File: config.mk
export PLATFORM = sky130hd
export DESIGN_NAME = multicycle_cpu
export DESIGN_NICKNAME = d
export VERILOG_FILES = /design/src/rtl/cpu_pkg.sv /design/src/rtl/cpu_regfile.sv /design/src/rtl/multicycle_cpu.sv
export SDC_FILE = /design/constraint.sdc
export NUM_CORES = 2
export LEC_CHECK = 0
export BUFFER_PORTS_ARGS = -buffer_cell sky130_fd_sc_hd__buf_2
export CAP_MARGIN = 0
export CORE_MARGIN = 5
export CORE_UTILIZATION = 35
export CTS_BUF_LIST = sky130_fd_sc_hd__clkbuf_8 sky130_fd_sc_hd__clkbuf_16
export DETAILED_ROUTE_END_ITERATION = 10
export SYNTH_ARGS = -nofsm -noshare
export SYNTH_HDL_FRONTEND = slang
export SYNTH_SLANG_ARGS = --single-unit
File: constraint.sdc
create_clock -name clk -period 5.7 [get_ports clk]
set_input_delay 0.285 -clock clk [delete_from_list [all_inputs] [get_ports clk]]
set_output_delay 0.285 -clock clk [all_outputs]
set_load 0.02 [all_outputs]
File: src/rtl/cpu_pkg.sv
// Shared definitions for the multicycle CPU: opcodes, FSM states and
// instruction field positions derived from the datapath parameters.
package cpu_pkg;

    typedef enum logic [3:0] {
        OP_NOP  = 4'd0,
        OP_ADD  = 4'd1,
        OP_SUB  = 4'd2,
        OP_AND  = 4'd3,
        OP_OR   = 4'd4,
        OP_XOR  = 4'd5,
        OP_SHL  = 4'd6,
        OP_SHR  = 4'd7,
        OP_ADDI = 4'd8,
        OP_LD   = 4'd9,
        OP_ST   = 4'd10,
        OP_BEQ  = 4'd11,
        OP_JMP  = 4'd12,
        OP_LDI  = 4'd13,
        OP_RSVD = 4'd14,
        OP_HALT = 4'd15
    } opcode_t;

    typedef enum logic [2:0] {
        S_IDLE,
        S_FETCH,
        S_DECODE,
        S_EXEC,
        S_MEM,
        S_WB,
        S_HALT
    } state_t;

    // Instruction layout, MSB first: opcode, rd, rs1, rs2, imm.
    function automatic int instr_width(int dw, int rb);
        return 4 + 3 * rb + dw;
    endfunction

    function automatic int opcode_lsb(int dw, int rb);
        return dw + 3 * rb;
    endfunction

    function automatic int rd_lsb(int dw, int rb);
        return dw + 2 * rb;
    endfunction

    function automatic int rs1_lsb(int dw, int rb);
        return dw + rb;
    endfunction

    function automatic int rs2_lsb(int dw);
        return dw;
    endfunction

    // ALU-class opcodes: the only ones that touch the flags.
    function automatic logic updates_flags(opcode_t op);
        return (op >= OP_ADD) && (op <= OP_ADDI);
    endfunction

    function automatic logic writes_rd(opcode_t op);
        return updates_flags(op) || (op == OP_LD) || (op == OP_LDI);
    endfunction

endpackage

File: src/rtl/cpu_regfile.sv
// Register file: two asynchronous operand reads, one debug read,
// one synchronous write, cleared synchronously on reset.
module cpu_regfile #(
    parameter int DATA_WIDTH = 8,
    parameter int REG_BITS   = 2
) (
    input  logic                  clk,
    input  logic                  rst,
    input  logic                  we,
    input  logic [REG_BITS-1:0]   waddr,
    input  logic [DATA_WIDTH-1:0] wdata,
    input  logic [REG_BITS-1:0]   raddr_a,
    output logic [DATA_WIDTH-1:0] rdata_a,
    input  logic [REG_BITS-1:0]   raddr_b,
    output logic [DATA_WIDTH-1:0] rdata_b,
    input  logic [REG_BITS-1:0]   dbg_sel,
    output logic [DATA_WIDTH-1:0] dbg_data
);

    localparam int unsigned NREGS = 2 ** REG_BITS;

    logic [DATA_WIDTH-1:0] regs [NREGS];

    assign rdata_a  = regs[raddr_a];
    assign rdata_b  = regs[raddr_b];
    assign dbg_data = regs[dbg_sel];

    // Register write port with synchronous clear.
    always_ff @(posedge clk) begin
        if (rst) begin
            for (int unsigned i = 0; i < NREGS; i++) begin
                regs[i] <= '0;
            end
        end else if (we) begin
            regs[waddr] <= wdata;
        end
    end

endmodule

File: src/rtl/multicycle_cpu.sv
// Multicycle CPU core: program-loadable instruction memory, PC with
// branch/jump, flags, private data memory and a FETCH/DECODE/EXEC/MEM/WB FSM.
module multicycle_cpu
    import cpu_pkg::*;
#(
    parameter int DATA_WIDTH = 8,
    parameter int ADDR_BITS  = 5,
    parameter int REG_BITS   = 2,
    parameter int PC_BITS    = 6,
    localparam int INSTR_WIDTH = 4 + 3 * REG_BITS + DATA_WIDTH
) (
    input  logic                   clk,
    input  logic                   rst,
    input  logic                   start,
    input  logic                   prog_we,
    input  logic [PC_BITS-1:0]     prog_addr,
    input  logic [INSTR_WIDTH-1:0] prog_data,
    output logic                   busy,
    output logic                   halted,
    output logic [PC_BITS-1:0]     pc,
    output logic                   flag_zero,
    output logic                   flag_carry,
    input  logic [REG_BITS-1:0]    dbg_sel,
    output logic [DATA_WIDTH-1:0]  dbg_data
);

    localparam int OP_LSB  = opcode_lsb(DATA_WIDTH, REG_BITS);
    localparam int RD_LSB  = rd_lsb(DATA_WIDTH, REG_BITS);
    localparam int RS1_LSB = rs1_lsb(DATA_WIDTH, REG_BITS);
    localparam int RS2_LSB = rs2_lsb(DATA_WIDTH);

    state_t state, next_state;

    logic [INSTR_WIDTH-1:0] imem [2 ** PC_BITS];
    logic [DATA_WIDTH-1:0]  dmem [2 ** ADDR_BITS];

    logic [INSTR_WIDTH-1:0] ir;
    opcode_t                op;
    logic [REG_BITS-1:0]    rd, rs1, rs2;
    logic [DATA_WIDTH-1:0]  imm;

    logic [DATA_WIDTH-1:0]  rs1_val, rs2_val;
    logic [DATA_WIDTH-1:0]  opa, opb;
    logic [DATA_WIDTH-1:0]  res;
    logic [DATA_WIDTH-1:0]  alu_res;
    logic                   alu_carry;
    logic [ADDR_BITS-1:0]   mem_addr;
    logic [PC_BITS-1:0]     pc_next;
    logic [PC_BITS-1:0]     imm_pc;
    logic                   rf_we;

    assign op  = opcode_t'(ir[OP_LSB +: 4]);
    assign rd  = ir[RD_LSB +: REG_BITS];
    assign rs1 = ir[RS1_LSB +: REG_BITS];
    assign rs2 = ir[RS2_LSB +: REG_BITS];
    assign imm = ir[DATA_WIDTH-1:0];

    // Branch offset is two's complement; sign-extend or truncate to PC width.
    assign imm_pc = PC_BITS'($signed(imm));

    assign busy   = (state != S_IDLE) && (state != S_HALT);
    assign halted = (state == S_HALT);
    assign rf_we  = (state == S_WB) && writes_rd(op);

    cpu_regfile #(
        .DATA_WIDTH(DATA_WIDTH),
        .REG_BITS  (REG_BITS)
    ) u_regfile (
        .clk     (clk),
        .rst     (rst),
        .we      (rf_we),
        .waddr   (rd),
        .wdata   (res),
        .raddr_a (rs1),
        .rdata_a (rs1_val),
        .raddr_b (rs2),
        .rdata_b (rs2_val),
        .dbg_sel (dbg_sel),
        .dbg_data(dbg_data)
    );

    // ALU: result and carry/borrow for the instruction held in EXEC.
    always_comb begin
        alu_res   = '0;
        alu_carry = 1'b0;
        case (op)
            OP_ADD:  {alu_carry, alu_res} = {1'b0, opa} + {1'b0, opb};
            OP_SUB:  {alu_carry, alu_res} = {1'b0, opa} - {1'b0, opb};
            OP_AND:  alu_res = opa & opb;
            OP_OR:   alu_res = opa | opb;
            OP_XOR:  alu_res = opa ^ opb;
            OP_SHL:  alu_res = opa << 1;
            OP_SHR:  alu_res = opa >> 1;
            OP_ADDI: {alu_carry, alu_res} = {1'b0, opa} + {1'b0, imm};
            OP_LDI:  alu_res = imm;
            default: alu_res = '0;
        endcase
    end

    // FSM state register.
    always_ff @(posedge clk) begin
        if (rst) begin
            state <= S_IDLE;
        end else begin
            state <= next_state;
        end
    end

    // FSM next-state logic.
    always_comb begin
        next_state = state;
        case (state)
            S_IDLE, S_HALT: if (start) next_state = S_FETCH;
            S_FETCH:        next_state = S_DECODE;
            S_DECODE:       next_state = S_EXEC;
            S_EXEC: begin
                if ((op == OP_LD) || (op == OP_ST)) begin
                    next_state = S_MEM;
                end else if (op == OP_HALT) begin
                    next_state = S_HALT;
                end else begin
                    next_state = S_WB;
                end
            end
            S_MEM:          next_state = S_WB;
            S_WB:           next_state = S_FETCH;
            default:        next_state = S_IDLE;
        endcase
    end

    // Datapath registers: PC, IR, operands, result, flags, branch target.
    always_ff @(posedge clk) begin
        if (rst) begin
            pc         <= '0;
            ir         <= '0;
            opa        <= '0;
            opb        <= '0;
            res        <= '0;
            mem_addr   <= '0;
            pc_next    <= '0;
            flag_zero  <= 1'b0;
            flag_carry <= 1'b0;
        end else begin
            case (state)
                S_IDLE, S_HALT: if (start) pc <= '0;
                S_FETCH:        ir <= imem[pc];
                S_DECODE: begin
                    opa <= rs1_val;
                    opb <= rs2_val;
                end
                S_EXEC: begin
                    res      <= alu_res;
                    mem_addr <= ADDR_BITS'(opa + imm);
                    case (op)
                        OP_BEQ:  pc_next <= (opa == opb) ? (pc + PC_BITS'(1) + imm_pc)
                                                         : (pc + PC_BITS'(1));
                        OP_JMP:  pc_next <= PC_BITS'(imm);
                        default: pc_next <= pc + PC_BITS'(1);
                    endcase
                    if (updates_flags(op)) begin
                        flag_zero  <= (alu_res == '0);
                        flag_carry <= alu_carry;
                    end
                end
                S_MEM:   if (op == OP_LD) res <= dmem[mem_addr];
                S_WB:    pc <= pc_next;
                default: ;
            endcase
        end
    end

    // Program load port, accepted only while the core is idle or halted.
    always_ff @(posedge clk) begin
        if (prog_we && !busy) begin
            imem[prog_addr] <= prog_data;
        end
    end

    // Data memory store, performed in the MEM state of an ST.
    always_ff @(posedge clk) begin
        if ((state == S_MEM) && (op == OP_ST)) begin
            dmem[mem_addr] <= opb;
        end
    end

endmodule

==> flow_metrics.py <==
metrics = {
    "synth": {
        "synth-async-reset-ratio": 0,
        "ys_ff_latch": 1509,
        "syn_area_um2": 60600,
        "ys_dominant_reg_cell": "edfxtp_1",
        "syn_avg_cell_area_um2": 20.6,
        "synth-edff-count": 1440,
        "yosysSeqAreaShare": 0.736,
        "yosysTopAreaCellShare": 0.714,
        "synthTopCellsByCount": "edfxtp_1 (1,440), mux4_2 (444), nor2_1 (153), nand2_1 (121), clkbuf_1 (70)",
        "synth_fp_nets": 3018,
        "yosysWarnings": 0,
        "yosysTopAreaCell": "edfxtp_1",
        "synth.distinct_cells": 72,
        "syn_inst": 2946,
        "synth.most_common_cell": "edfxtp_1",
        "netlist_top_cells_area": "edfxtp_1 (71%), mux4_2 (17%), dfxtp_1 (2.3%)",
    },
    "hold_path": {
        "min_path_type": "in2reg",
    },
    "global_routing": {
        "grt_max_degree": 92,
        "grt_pass1_wl_um": 214000,
        "globalRoute.totalOverflow": 0,
        "antenna_found_initial": 12,
        "grt_pass1_vias": 29425,
        "grt_usage": 0.162,
    },
    "worst_setup_path": {
        "critPathMaxFanout": 18,
        "required_ns": 6.08,
        "critPathLaunchType": "register",
        "worstSetupPathType": "reg2reg",
        "cp-end-kind": "register",
        "worstPathArrival_ns": 4.16,
    },
    "route": {
        "wl_per_cell_um": 27.0,
        "ant_nets": 0,
        "viasPerCell": 5.38,
        "vias": 29490,
        "drt_iter0_markers": 3219,
        "drt_wl_total_um": 148000,
        "first_pass_iters": 7,
        "drc": 0,
    },
    "clock_tree": {
        "cts-buffers-inserted": 150,
        "cts_root_buf": "clkbuf_16",
        "cts_resized": 0,
        "cts_tree": "yes",
        "clkSlewWorstSetupHoldPaths_ns": 0.06,
        "insertion_delay_ns": 0.78,
        "post_cts_buffers": 0,
        "clk_path_buf_depth": 3,
        "htree_levels": 4,
        "clock-sinks": 1509,
    },
    "floorplanning": {
        "die_x_um": 426,
        "dieArea_um2": 182000,
        "start_util": 0.352,
        "pin_count": 48,
        "rows": 152,
        "fp.dieH_um": 426,
        "core_um2": 172000,
    },
    "job": {
        "maxCapViolations": 0,
    },
    "power": {
        "p_sw_uw": 4710,
        "finalPower_uw": 22500,
        "p_clk_frac": 0.426,
        "power.leakage_uw": 0.0206,
        "p_comb_frac": 0.030,
        "powerDensity_nw_per_um2": 329,
        "power.share.sequential": 0.544,
        "ir_drop_v": 0.000314,
        "p_sw_frac": 0.209,
        "p_int_uw": 17800,
    },
    "place": {
        "hpwl_um": 87800,
        "gp_congestion": 0.829,
        "portBuffers": 47,
    },
    "cells_and_area": {
        "drive_above_1_share": 0.270,
        "area_growth_pct": 13.0,
        "nNetsFinal": 3115,
    },
    "sta": {
        "skew_ns": 0.0350,
        "rsz0062_at_grt": "false",
        "report.final.slew_viol_count": 0,
        "period_needed_ns": 3.78,
        "period_share": 0.663,
        "hold_viol": 0,
        "tightest_slew_ns": 1.17,
        "slew_headroom": 0.222,
        "fin_tns_setup_ns": 0,
        "max_freq_mhz": 265,
        "setup_violations": 0,
    },
    "status": {
        "status": "complete, no violations",
    },
}
[metrics by stage]
stage	setup slack, ns	cells	hold WS (ns)	cell area, um^2	utilization
floorplan	2.58	2946	0.384	60600	-
global placement	2.09	5199	0.483	63700	0.370
detailed placement	1.97	5199	0.489	63700	0.370
CTS	1.98	5472	0.147	68400	0.398
global route	1.78	5473	0.154	68400	0.398
finish	1.92	5478	0.126	68400	0.398
[critical path, cell delays in order (launching register included)]
cell and delay, ns:
dfxtp_1 0.48, nor2b_1 0.17, nor3_2 0.52, nand2_1 0.11, nor2_1 0.21, nand3_1 0.71
nor2_2 1.18
[state kept, by name, indices dropped and copies added (netlist names), 3 cells and up, named ones only]
register        flops
ir                 18
imem             1152
opa                 8
state               3
u_regfile.regs     32
pc                  6
mem_addr            5
pc_next             6
opb                 8
res                 8
dmem              256
[path summary, 6_finish.rpt]
check | from | endpoint | slack, ns | cells past startpoint
setup reg to reg | state[2] | imem[54][16] | 1.92 | 6
hold reg to reg | pc_next[1] | pc_next[1] | 0.50 | 2
setup / recovery | state[2] | imem[54][16] | 1.92 | 6
hold / removal | prog_data[17] | imem[37][17] | 0.13 | 1
[placed cells by master, fill, tap and decap left out, types with 8 or more instances in the layout]
master / netlist / final
mux4_2: 444 / 444
nand2b_1: 16 / 16
inv_1: 32 / 55
nor3_1: 14 / 13
buf_2: 52 / 44
nor2_2: 0 / 64
buf_4: 14 / 61
ha_1: 38 / 38
clkinv_1: 0 / 42
a31oi_1: 9 / 9
a211oi_1: 14 / 14
a21oi_1: 52 / 52
nor2_1: 153 / 89
edfxtp_1: 1440 / 1440
o21ai_0: 22 / 22
dfxtp_1: 69 / 62
bufinv_16: 0 / 10
o211ai_1: 39 / 39
nand3b_1: 12 / 12
and2_1: 37 / 37
nand3_1: 23 / 23
a32oi_1: 18 / 18
xnor2_1: 9 / 9
clkinv_2: 0 / 28
mux2i_1: 55 / 55
nand2_1: 121 / 121
buf_12: 0 / 8
a22oi_1: 12 / 12
nor2b_1: 16 / 16
clkbuf_16: 0 / 157
nor4b_1: 8 / 8
[routing by layer]
| metal | wire [um] | GRT usage |
|---|---|---|
| met1 | 64800 | 0.237 |
| met2 | 69400 | 0.252 |
| met3 | 10800 | 0.0316 |
| met4 | 2840 | 0.0390 |
| met5 | 25 | 0 |
[final cells by class]
| type | instances | area, um^2 |
|---|---|---|
| Antenna cell | 6 | 15.0 |
| Clock buffer | 157 | 3930 |
| Clock inverter | 114 | 825 |
| Fill cell | 15279 | 103000 |
| Inverter | 33 | 126 |
| Multi-Input combinational cell | 1234 | 15200 |
| Sequential cell | 1509 | 44600 |
| Tap cell | 2310 | 2890 |
| Timing Repair Buffer | 115 | 858 |
[cell families (layout without fill, tap and decap cells)]
family / Yosys count / in the layout / share of synthesized area
DFF: 1509 / 1509 / 0.736
muxes: 501 / 501 / 0.174
and+or+nand+nor: 454 / 454 / 0.0366
AOI/OAI and AO/OA: 226 / 226 / 0.0255
buffers and inverters: 203 / 419 / 0.0161
adders and majority gates: 42 / 42 / 0.00917
xor gates and xnor gates: 11 / 11 / 0.00171
other: 0 / 6 / 0
[power groups by stage]
stage	sequential (uW)	clock, uW	combinational [uW]
after global placement	12500	0	655
after global routing	12300	10300	715
after floorplan	12500	0	322
final	12300	9590	666
after CTS	12300	9770	672
after detailed placement	12500	0	668
[timing repair]
item | CTS | global route
hold buffers | 2 | 0
endpoints found under the setup margin | 0 | 0
endpoints found under the hold margin | 4 | 0
Note: power is estimated with default switching activity, not from simulation.
